===== config.mk =====
export PLATFORM = sky130hd
export DESIGN_NAME = if_skid_reg
export DESIGN_NICKNAME = d
export VERILOG_FILES = /design/src/rtl/if_skid_reg.sv
export SDC_FILE = /design/constraint.sdc
export NUM_CORES = 1
export LEC_CHECK = 0
export CAP_MARGIN = 10
export CORE_MARGIN = 5
export CORE_UTILIZATION = 50
export CTS_CLUSTER_DIAMETER = 200
export DETAILED_ROUTE_END_ITERATION = 8
export PLACE_DENSITY = 0.8
export SYNTH_ARGS = -nofsm -noshare
export SYNTH_HDL_FRONTEND = slang
export SYNTH_SLANG_ARGS = --single-unit

===== constraint.sdc =====
create_clock -name clk -period 3.05 [get_ports clk]
set_clock_uncertainty 0.15 [all_clocks]
set_input_delay 0.915 -clock clk [delete_from_list [all_inputs] [get_ports clk]]
set_output_delay 0.915 -clock clk [all_outputs]
set_load 0.02 [all_outputs]

===== src/rtl/if_skid_reg.sv =====
// Fetch-to-decode pipeline register with a valid/ready handshake and a
// 2-entry skid buffer. The head slot (H) drives decode and the skid slot (S)
// catches one extra entry when decode stalls. Because of S, in_ready only
// depends on registered state plus freeze/flush, so there is no
// combinational path from decode's out_ready back to fetch.
//
// Handshake: a transfer happens on a rising edge where valid and ready are
// both high (acc = in_valid & in_ready, deq = out_valid & out_ready).
// Valid is never withdrawn by this block while ready is low, and ready is
// never a function of the same-side valid.
//
// Flush empties both slots, forces the head instruction to NOP and adds
// the number of discarded valid entries to a saturating drop counter.
// Freeze holds everything and masks both handshakes.
module if_skid_reg #(
  parameter int                 PC_W      = 32,
  parameter int                 INSTR_W   = 32,
  parameter logic [INSTR_W-1:0] NOP_INSTR = 32'hE1A00000,
  parameter int                 DROP_W    = 8
) (
  input  logic               clk,
  input  logic               rst,
  input  logic               freeze,
  input  logic               flush,
  input  logic               in_valid,
  output logic               in_ready,
  input  logic [PC_W-1:0]    pc_in,
  input  logic [INSTR_W-1:0] instruction_in,
  output logic               out_valid,
  input  logic               out_ready,
  output logic [PC_W-1:0]    pc_out,
  output logic [INSTR_W-1:0] instruction_out,
  output logic [1:0]         occupancy,
  output logic [DROP_W-1:0]  drop_count
);

  logic               h_valid_q, h_valid_d;
  logic [PC_W-1:0]    h_pc_q, h_pc_d;
  logic [INSTR_W-1:0] h_instr_q, h_instr_d;
  logic               s_valid_q, s_valid_d;
  logic [PC_W-1:0]    s_pc_q, s_pc_d;
  logic [INSTR_W-1:0] s_instr_q, s_instr_d;
  logic [DROP_W-1:0]  drop_q, drop_d;

  logic               acc;
  logic               deq;
  logic [1:0]         drop_inc;
  logic [DROP_W:0]    drop_sum;

  // Handshake signals and status outputs, all derived from registered state.
  always_comb begin
    in_ready        = ~s_valid_q & ~freeze & ~flush;
    out_valid       = h_valid_q & ~freeze;
    acc             = in_valid & in_ready;
    deq             = out_valid & out_ready;
    pc_out          = h_pc_q;
    instruction_out = h_instr_q;
    occupancy       = {1'b0, h_valid_q} + {1'b0, s_valid_q};
    drop_count      = drop_q;
  end

  // Next-state: flush beats freeze beats normal slot movement.
  always_comb begin
    h_valid_d = h_valid_q;
    h_pc_d    = h_pc_q;
    h_instr_d = h_instr_q;
    s_valid_d = s_valid_q;
    s_pc_d    = s_pc_q;
    s_instr_d = s_instr_q;
    drop_d    = drop_q;
    drop_inc  = {1'b0, h_valid_q} + {1'b0, s_valid_q};
    drop_sum  = {1'b0, drop_q} + (DROP_W+1)'(drop_inc);

    if (flush) begin
      // Discard both slots; pc fields keep their last value.
      h_valid_d = 1'b0;
      s_valid_d = 1'b0;
      h_instr_d = NOP_INSTR;
      drop_d    = drop_sum[DROP_W] ? {DROP_W{1'b1}} : drop_sum[DROP_W-1:0];
    end else if (freeze) begin
      // Hold: acc and deq are already masked low.
    end else if (!h_valid_q) begin
      if (acc) begin
        h_valid_d = 1'b1;
        h_pc_d    = pc_in;
        h_instr_d = instruction_in;
      end
    end else if (deq) begin
      if (s_valid_q) begin
        // Skid entry moves up; in_ready was low so nothing new arrives.
        h_valid_d = 1'b1;
        h_pc_d    = s_pc_q;
        h_instr_d = s_instr_q;
        s_valid_d = 1'b0;
      end else if (acc) begin
        h_valid_d = 1'b1;
        h_pc_d    = pc_in;
        h_instr_d = instruction_in;
      end else begin
        h_valid_d = 1'b0;
        h_instr_d = NOP_INSTR;
      end
    end else if (acc) begin
      // Decode stalled with the head full: park the new entry in S.
      s_valid_d = 1'b1;
      s_pc_d    = pc_in;
      s_instr_d = instruction_in;
    end
  end

  // State registers with synchronous active-low reset.
  always_ff @(posedge clk) begin
    if (!rst) begin
      h_valid_q <= 1'b0;
      h_pc_q    <= '0;
      h_instr_q <= NOP_INSTR;
      s_valid_q <= 1'b0;
      s_pc_q    <= '0;
      s_instr_q <= NOP_INSTR;
      drop_q    <= '0;
    end else begin
      h_valid_q <= h_valid_d;
      h_pc_q    <= h_pc_d;
      h_instr_q <= h_instr_d;
      s_valid_q <= s_valid_d;
      s_pc_q    <= s_pc_d;
      s_instr_q <= s_instr_d;
      drop_q    <= drop_d;
    end
  end

endmodule


# Word-level counts from Yosys, hierarchy flattened
# Index checks and enable logic that the tools add are counted.
[totals] in_bits=70 output_inout_bits=76 wordCells=43 ff_bits=138
[op_classes] mux=16 n_eq_ne=1 n_reduce_logical=7 addsub=2 n_bitwise=10
[ops] cell="$mux 32" count=9
[ops] cell="$add 8x2->9" count=1
[ops] cell="$reduce_and 3->1" count=3
[ops] cell="$mux 8" count=1
[ops] cell="$mux 1" count=6
[ops] cell="$and 1x1->1" count=5
[ops] cell="$not 1->1" count=5
[ops] cell="$reduce_and 5->1" count=1
[ops] cell="$reduce_bool 2->1" count=2
[ops] cell="$add 1x1->2" count=1
[ops] cell="$ne 2x1->1 const B" count=1
[ops] cell="$reduce_or 2->1" count=1

# Longest topological paths before layout
# Gate-level depths: netlist (run 1).
[depth] ltp_word=8 depth_mapped=7 depth_no_buf=7

# Least setup slack after synthesis (run 1)
# Ideal clock, no wire load.
[synth_timing] path_kind="input to output" start="input port flush" end="output port in_ready" n_path_buf=1 required_time_ns=1.985 slack_ns=0.411 arrival_time_ns=1.574 path_stages=2 cell_sequence="buf_4 -> nor3_1"
[synth_via] elab_chain_len=2
[synth_lines] item="from (decl)" line="24" source="input logic flush,"
[synth_lines] item="$not 1->1 (no line)"
[synth_lines] item="$and 1x1->1" line="52" source="in_ready = ~s_valid_q & ~freeze & ~flush;"
[synth_lines] item="to (decl)" line="26" source="output logic in_ready,"
# Every way passes these cells.

# Final worst setup path (run 1)
# Ends and elaborated chain as after synthesis.

==> flow_summary.json, run 1 <==
{
  "tightest_slew_ns": 1.056,
  "cp_slowest_stage_delay_ns": 0.43,
  "power_frac_comb_pct": 10.3,
  "synthDistinctLibCells": 38,
  "crit_chain": "clkdlybuf4s50_1 > nor3_1 > dlygate4sd2_1",
  "grt_max_degree": 105,
  "fp.dieH_um": 122.7,
  "crit_arrival_ns": 1.90,
  "clk_latency_ns": 0.42,
  "critical_path.max_fanout": 2,
  "synth_nets": 848,
  "critPathSlowestCell": "clkdlybuf4s50_1",
  "postLayoutCellArea_um2": 8552,
  "ys_ff_latch": 138,
  "ys_warn_count": 0,
  "synth_top_cell_area_share_pct": 43.49,
  "end_kind": "primary output",
  "yosys-top-cells-area": "dfxtp_1, nand3_1, a21oi_1, nand2_1, a311oi_1",
  "synth_area_per_cell_um2": 8.207,
  "maxSlewHeadroom_pct": 29.57,
  "fin_cells": 1064,
  "layout.area.seq_um2": 2770,
  "die_w_um": 122.7,
  "cts_root_buffer": "clkbuf_16",
  "gp_congestion": 0.8635,
  "grt_first_pass_wirelength_um": 31910,
  "clock_sinks": 138,
  "rows": 41,
  "place_ws_ns": -0.2017,
  "drtAntennaViolNets": 0,
  "core_um2": 12520,
  "setup_ws_ns": 0.08819,
  "setup_violations": 0,
  "hold_class": "flop to flop",
  "power.leakage_nw": 3.009,
  "drive_above_1_share_pct": 8.408,
  "fillerInstances": 1026,
  "synth_top_area_cell": "dfxtp_1",
  "gr-usage-all-layers_pct": 26.43,
  "nNetsFinal": 953,
  "synth_edf_count": 0,
  "syn2layout_area_growth_pct": 34.63,
  "place_area_um2": 7953,
  "overflow": 0,
  "initial_core_util_pct": 50.75,
  "firstDrtPassIters": 6,
  "drt-total-wl_um": 19730,
  "viasPerCell": 6.236,
  "drtIter0Drc": 824,
  "cts_buffers": 17,
  "seqPwrFrac_pct": 42.1,
  "cts.clk_slew.worst_paths_ns": 0.06,
  "hold_slack_ns": 0.3122,
  "path_delay_family": "buffers and inverters",
  "p_sw_mw": 1.047,
  "min_period_ns": 2.962,
  "yosysMostFrequentCell": "dfxtp_1",
  "path_class": "input port to primary output",
  "syn_inst": 774,
  "cts_max_path_buffers": 2,
  "dominantRegCellSynth": "dfxtp_1",
  "p_int_mw": 3.363,
  "numPlacedInstances": 1032,
  "seq_area_frac_synth_pct": 43.49,
  "grt_setup_unrepaired": "false",
  "outcome": "completed",
  "ys_top_cells_by_count": "dfxtp_1, nand3_1, a21oi_1, nand2_1, clkbuf_1",
  "drv_cap": 0,
  "cts_tree": "built",
  "drcViolationCount": 0,
  "via_count": 6635,
  "post_cts_buffers": 0,
  "wire_per_inst_um": 18.55,
  "p_sw_share_pct": 23.74,
  "power.share.clock_pct": 47.6,
  "final_hold_viol_count": 0,
  "path_buf_inv": 2,
  "synthArstFlopShare_pct": 0,
  "cp.required_ns": 1.98,
  "antenna_found_initial": 0,
  "min_period_over_period_pct": 97.11,
  "h-tree-depth": 4,
  "io_buffers": 145,
  "pin_count": 146,
  "fmax_mhz": 337.6,
  "die_area_um2": 15060,
  "final_util_pct": 68.32,
  "maxSlewViolCount": 0,
  "grt_pass1_vias": 6436,
  "diodes": 0,
  "multi_input_area_um2": 3192,
  "powerDensity_nw_per_um2": 515.7,
  "synth_area_um2": 6352,
  "ir_drop_uv": 338.0,
  "hpwl_um": 12420,
  "start_kind": "input port"
}
-- final timing paths --
kind	slack, ns	cells past startpoint	end	start
hold / removal	0.31	2	instruction_out[6]$_SDFFE_PP0P_	instruction_out[6]$_SDFFE_PP0P_
setup / recovery	0.09	3	in_ready	flush
setup reg to reg	0.14	5	pc_out[14]$_SDFFE_PN0P_	h_valid_q$_SDFFE_PP0N_
hold reg to reg	0.31	2	instruction_out[6]$_SDFFE_PP0P_	instruction_out[6]$_SDFFE_PP0P_
-- cell usage in the layout (no fill, tap or decap), drive strengths merged, types with 6 or more instances in the layout --
| cell type | synthesis | layout |
|---|---|---|
| o21ai | 66 | 66 |
| a311o | 26 | 26 |
| clkdlybuf4s50 | 0 | 143 |
| mux2i | 33 | 33 |
| clkbuf | 69 | 19 |
| a31oi | 34 | 34 |
| nand2b | 8 | 8 |
| nor3 | 6 | 6 |
| a21oi | 90 | 90 |
| nand3 | 103 | 103 |
| clkinv | 0 | 6 |
| a21boi | 6 | 6 |
| dfxtp | 138 | 138 |
| nand2 | 90 | 90 |
| buf | 23 | 33 |
| a311oi | 38 | 38 |
| nor2 | 10 | 10 |
| inv | 7 | 8 |
-- power groups by stage --
stage	registers [mW]	logic, mW	clock network, mW
after floorplan	1.92	0.183	0
after global placement	1.89	0.440	0
after detailed placement	1.89	0.449	0
after CTS	1.85	0.452	2.11
after global routing	1.86	0.485	2.20
final	1.85	0.456	2.10
-- routing by layer --
metal	part of all wire [%]	global-route usage, %	routed length (um)
met5	0	0	0
met4	3.1	12.95	606
met3	8.0	5.115	1586
met2	49	42.98	9751
met1	39	33.55	7789
-- final cells by class --
class / count / share of cell area [%]
clock inverter: 13 / 1.741
timing repair buffer: 178 / 20.42
multi-input combinational: 537 / 37.32
tap: 172 / 2.516
clock buffer: 19 / 5.296
inverter: 7 / 0.3072
sequential: 138 / 32.39
-- logic make-up (layout without fill, tap and decap cells) --
kind of cell | after synthesis | count (layout) | synth area share [%]
AOI/OAI and AO/OA | 268 | 268 | 26.67
adders and majority gates | 4 | 4 | 0.9061
buffers and inverters | 99 | 217 | 6.500
DFF | 138 | 138 | 43.49
muxes | 34 | 34 | 5.377
and+or+nand+nor | 231 | 231 | 17.06
-- worst reg2reg max path, stage by stage, from the launching register on --
cell and delay (ns):
dfxtp_4 0.35, buf_4 0.80, nand2b_1 0.54, and3_1 0.35
buf_4 0.23, a311oi_1 0.36
-- what timing repair did --
item / CTS / global route
endpoints found under the hold margin: 0 / 0
hold buffers: 0 / 0
gates resized for setup: 2 / 0
endpoints found under the setup margin: 2 / 0
-- flip-flops by register name (all words and copies together), names as in the netlist --
register	cells
h_valid_q	1
drop_count	8
s_valid_q	1
s_instr_q	32
pc_out	32
s_pc_q	32
instruction_out	32
-- per-stage QoR --
| step | TNS, ns | total power [mW] |
|---|---|---|
| finish | 0 | 4.410 |
| global route | 0 | 4.540 |
| CTS | 0 | 4.420 |
| detailed placement | -0.3816 | 2.342 |
| global placement | -0.3514 | 2.331 |
| floorplan | 0 | 2.107 |
Power figures use the tool's default switching activity.
==> run 2: changes to the inputs <==
Settings changed: CELL_PAD_IN_SITES_DETAIL_PLACEMENT from default to 1, CELL_PAD_IN_SITES_GLOBAL_PLACEMENT from default to 2, CORE_UTILIZATION 50 to 29, PLACE_DENSITY 0.8 to default, PLACE_DENSITY_LB_ADDON from default to 0.1, SLEW_MARGIN from default to 30.
==> run 2 against run 1 <==
Routed wire length grew 22%; highest routed layer unchanged; cell area rose by 1.5%; flip-flop and latch count stayed put; global-route usage decreased by 7.3 points; critical path depth unchanged; maximum frequency increased by 0.30%; total power fell by 1.1%; critical path type unchanged; sequential power about the same.
==> flow_summary.json, run 2 (synthesis results as in run 1) <==
{
  "setup_violations": 0,
  "critPathSlowestCell": "clkdlybuf4s50_1",
  "cts_max_path_buffers": 2,
  "layout_common_cells": "clkdlybuf4s50_1, dfxtp_1, nand3_1, nand2_1, a21oi_1",
  "end_kind": "primary output",
  "grt_max_degree": 83,
  "maxSlewHeadroom_pct": 40.20,
  "numPlacedInstances": 1142,
  "diodes": 0,
  "cts_root_buffer": "clkbuf_16",
  "totalNegativeSetupSlack_ns": 0,
  "cts_tree": "built",
  "drive_above_1_share_pct": 8.725,
  "crit_arrival_ns": 1.89,
  "path_class": "input port to primary output",
  "wire_per_inst_um": 20.46,
  "powerDensity_nw_per_um2": 502.1,
  "clock_sinks": 138,
  "antenna_found_initial": 0,
  "fp.dieH_um": 158,
  "path_buf_inv": 2,
  "io_buffers": 145,
  "power.share.clock_pct": 46.6,
  "syn2layout_area_growth_pct": 36.68,
  "p_sw_mw": 1.102,
  "critical_path.max_fanout": 3,
  "gr-usage-all-layers_pct": 19.13,
  "grt_setup_unrepaired": "false",
  "maxSlewViolCount": 0,
  "rows": 54,
  "h-tree-depth": 4,
  "die_area_um2": 24960,
  "drt-total-wl_um": 24020,
  "place_ws_ns": -0.1900,
  "pin_count": 146,
  "drtAntennaViolNets": 0,
  "firstDrtPassIters": 4,
  "postCtsHoldBufs": 0,
  "cp.required_ns": 1.98,
  "p_total_mw": 4.359,
  "core_um2": 21690,
  "final_util_pct": 40.03,
  "hold_class": "flop to flop",
  "cp_slowest_stage_delay_ns": 0.44,
  "power.leakage_nw": 3.009,
  "grt_pass1_vias": 7036,
  "grt_first_pass_wirelength_um": 38140,
  "drcViolationCount": 0,
  "fin_cells": 1174,
  "initial_core_util_pct": 29.29,
  "path_delay_family": "buffers and inverters",
  "final_hold_viol_count": 0,
  "power_frac_comb_pct": 10.8,
  "crit_chain": "clkdlybuf4s50_1 > nor2b_1 > dlygate4sd2_1",
  "tightest_slew_ns": 0.8970,
  "nNetsFinal": 956,
  "final_common_cell": "clkdlybuf4s50_1",
  "via_count": 6499,
  "ir_drop_uv": 370.7,
  "min_period_over_period_pct": 96.82,
  "cts.clk_slew.worst_paths_ns": 0.06,
  "p_sw_share_pct": 25.28,
  "min_period_ns": 2.953,
  "cts_buffers": 17,
  "overflow": 0,
  "outcome": "completed",
  "viasPerCell": 5.536,
  "die_w_um": 158,
  "drv_cap": 0,
  "seqPwrFrac_pct": 42.5,
  "gp_congestion": 0.7863,
  "start_kind": "input port",
  "drtIter0Drc": 294,
  "fmax_mhz": 338.6,
  "setup_ws_ns": 0.09691,
  "hpwl_um": 15100,
  "p_int_mw": 3.257,
  "fillerInstances": 2495,
  "clk_latency_ns": 0.43
}
-- run 2: final timing paths --
check,startpoint,to,slack (ns),cells after the start
worst min register to register,instruction_out[12]$_SDFFE_PP0P_,instruction_out[12]$_SDFFE_PP0P_,0.31,2
worst max-delay path,freeze,out_valid,0.1,3
worst min-delay path,instruction_out[12]$_SDFFE_PP0P_,instruction_out[12]$_SDFFE_PP0P_,0.31,2
worst max register to register,h_valid_q$_SDFFE_PP0N_,drop_count[1]$_SDFFE_PN0P_,0.55,6
-- run 2: timing repair --
item,4_1_cts,5_1_grt
resized for setup,2,0
endpoints found under the setup margin,2,2
buffers inserted,0,1
-- run 2: cell type report --
cell class,instances,area (um^2),share of cell area (%)
clock buffer,18,439.2,5.058
clock inverter,13,127.6,1.470
inverter,7,27.53,0.3170
multi-input combinational,537,3194,36.79
sequential,138,2770,31.91
tap,280,350.3,4.035
timing repair buffer,181,1773,20.42
-- run 2: layer usage --
| layer | up-vias | routed length, um | global-route usage, % | part of all wire [%] |
|---|---|---|---|---|
| met1 | 3241 | 10700 | 23.80 | 45 |
| li1 | 3078 | - | - | - |
| met5 | - | 0 | 0 | 0 |
| met4 | 0 | 378 | 6.093 | 1.6 |
| met2 | 151 | 11940 | 33.36 | 50 |
| met3 | 29 | 1009 | 3.745 | 4.2 |
-- run 2: through the flow --
stage | hold slack [ns] | instance area [um^2]
2_1_floorplan | 0.3039 | 6352
3_3_place_gp | 0.2966 | 8107
3_5_place_dp | 0.3035 | 8107
4_1_cts | 0.3116 | 8671
5_1_grt | 0.3314 | 8682
6_report | 0.3060 | 8682
-- run 2: tightest hold or removal path, delay by kind of cell, from the launching register on --
kind	cells	cell delay, ns
DFF	1	0.30
and+or+nand+nor	1	0.05
muxes	1	0.05
-- run 2: power groups by stage --
stage          Combinational, mW  Sequential [mW]  Clock, mW
2_1_floorplan              0.183             1.92          0
3_3_place_gp               0.464             1.89          0
3_5_place_dp               0.473             1.89          0
4_1_cts                    0.475             1.85       2.08
5_1_grt                    0.505             1.86       2.16
6_report                   0.473             1.85       2.03
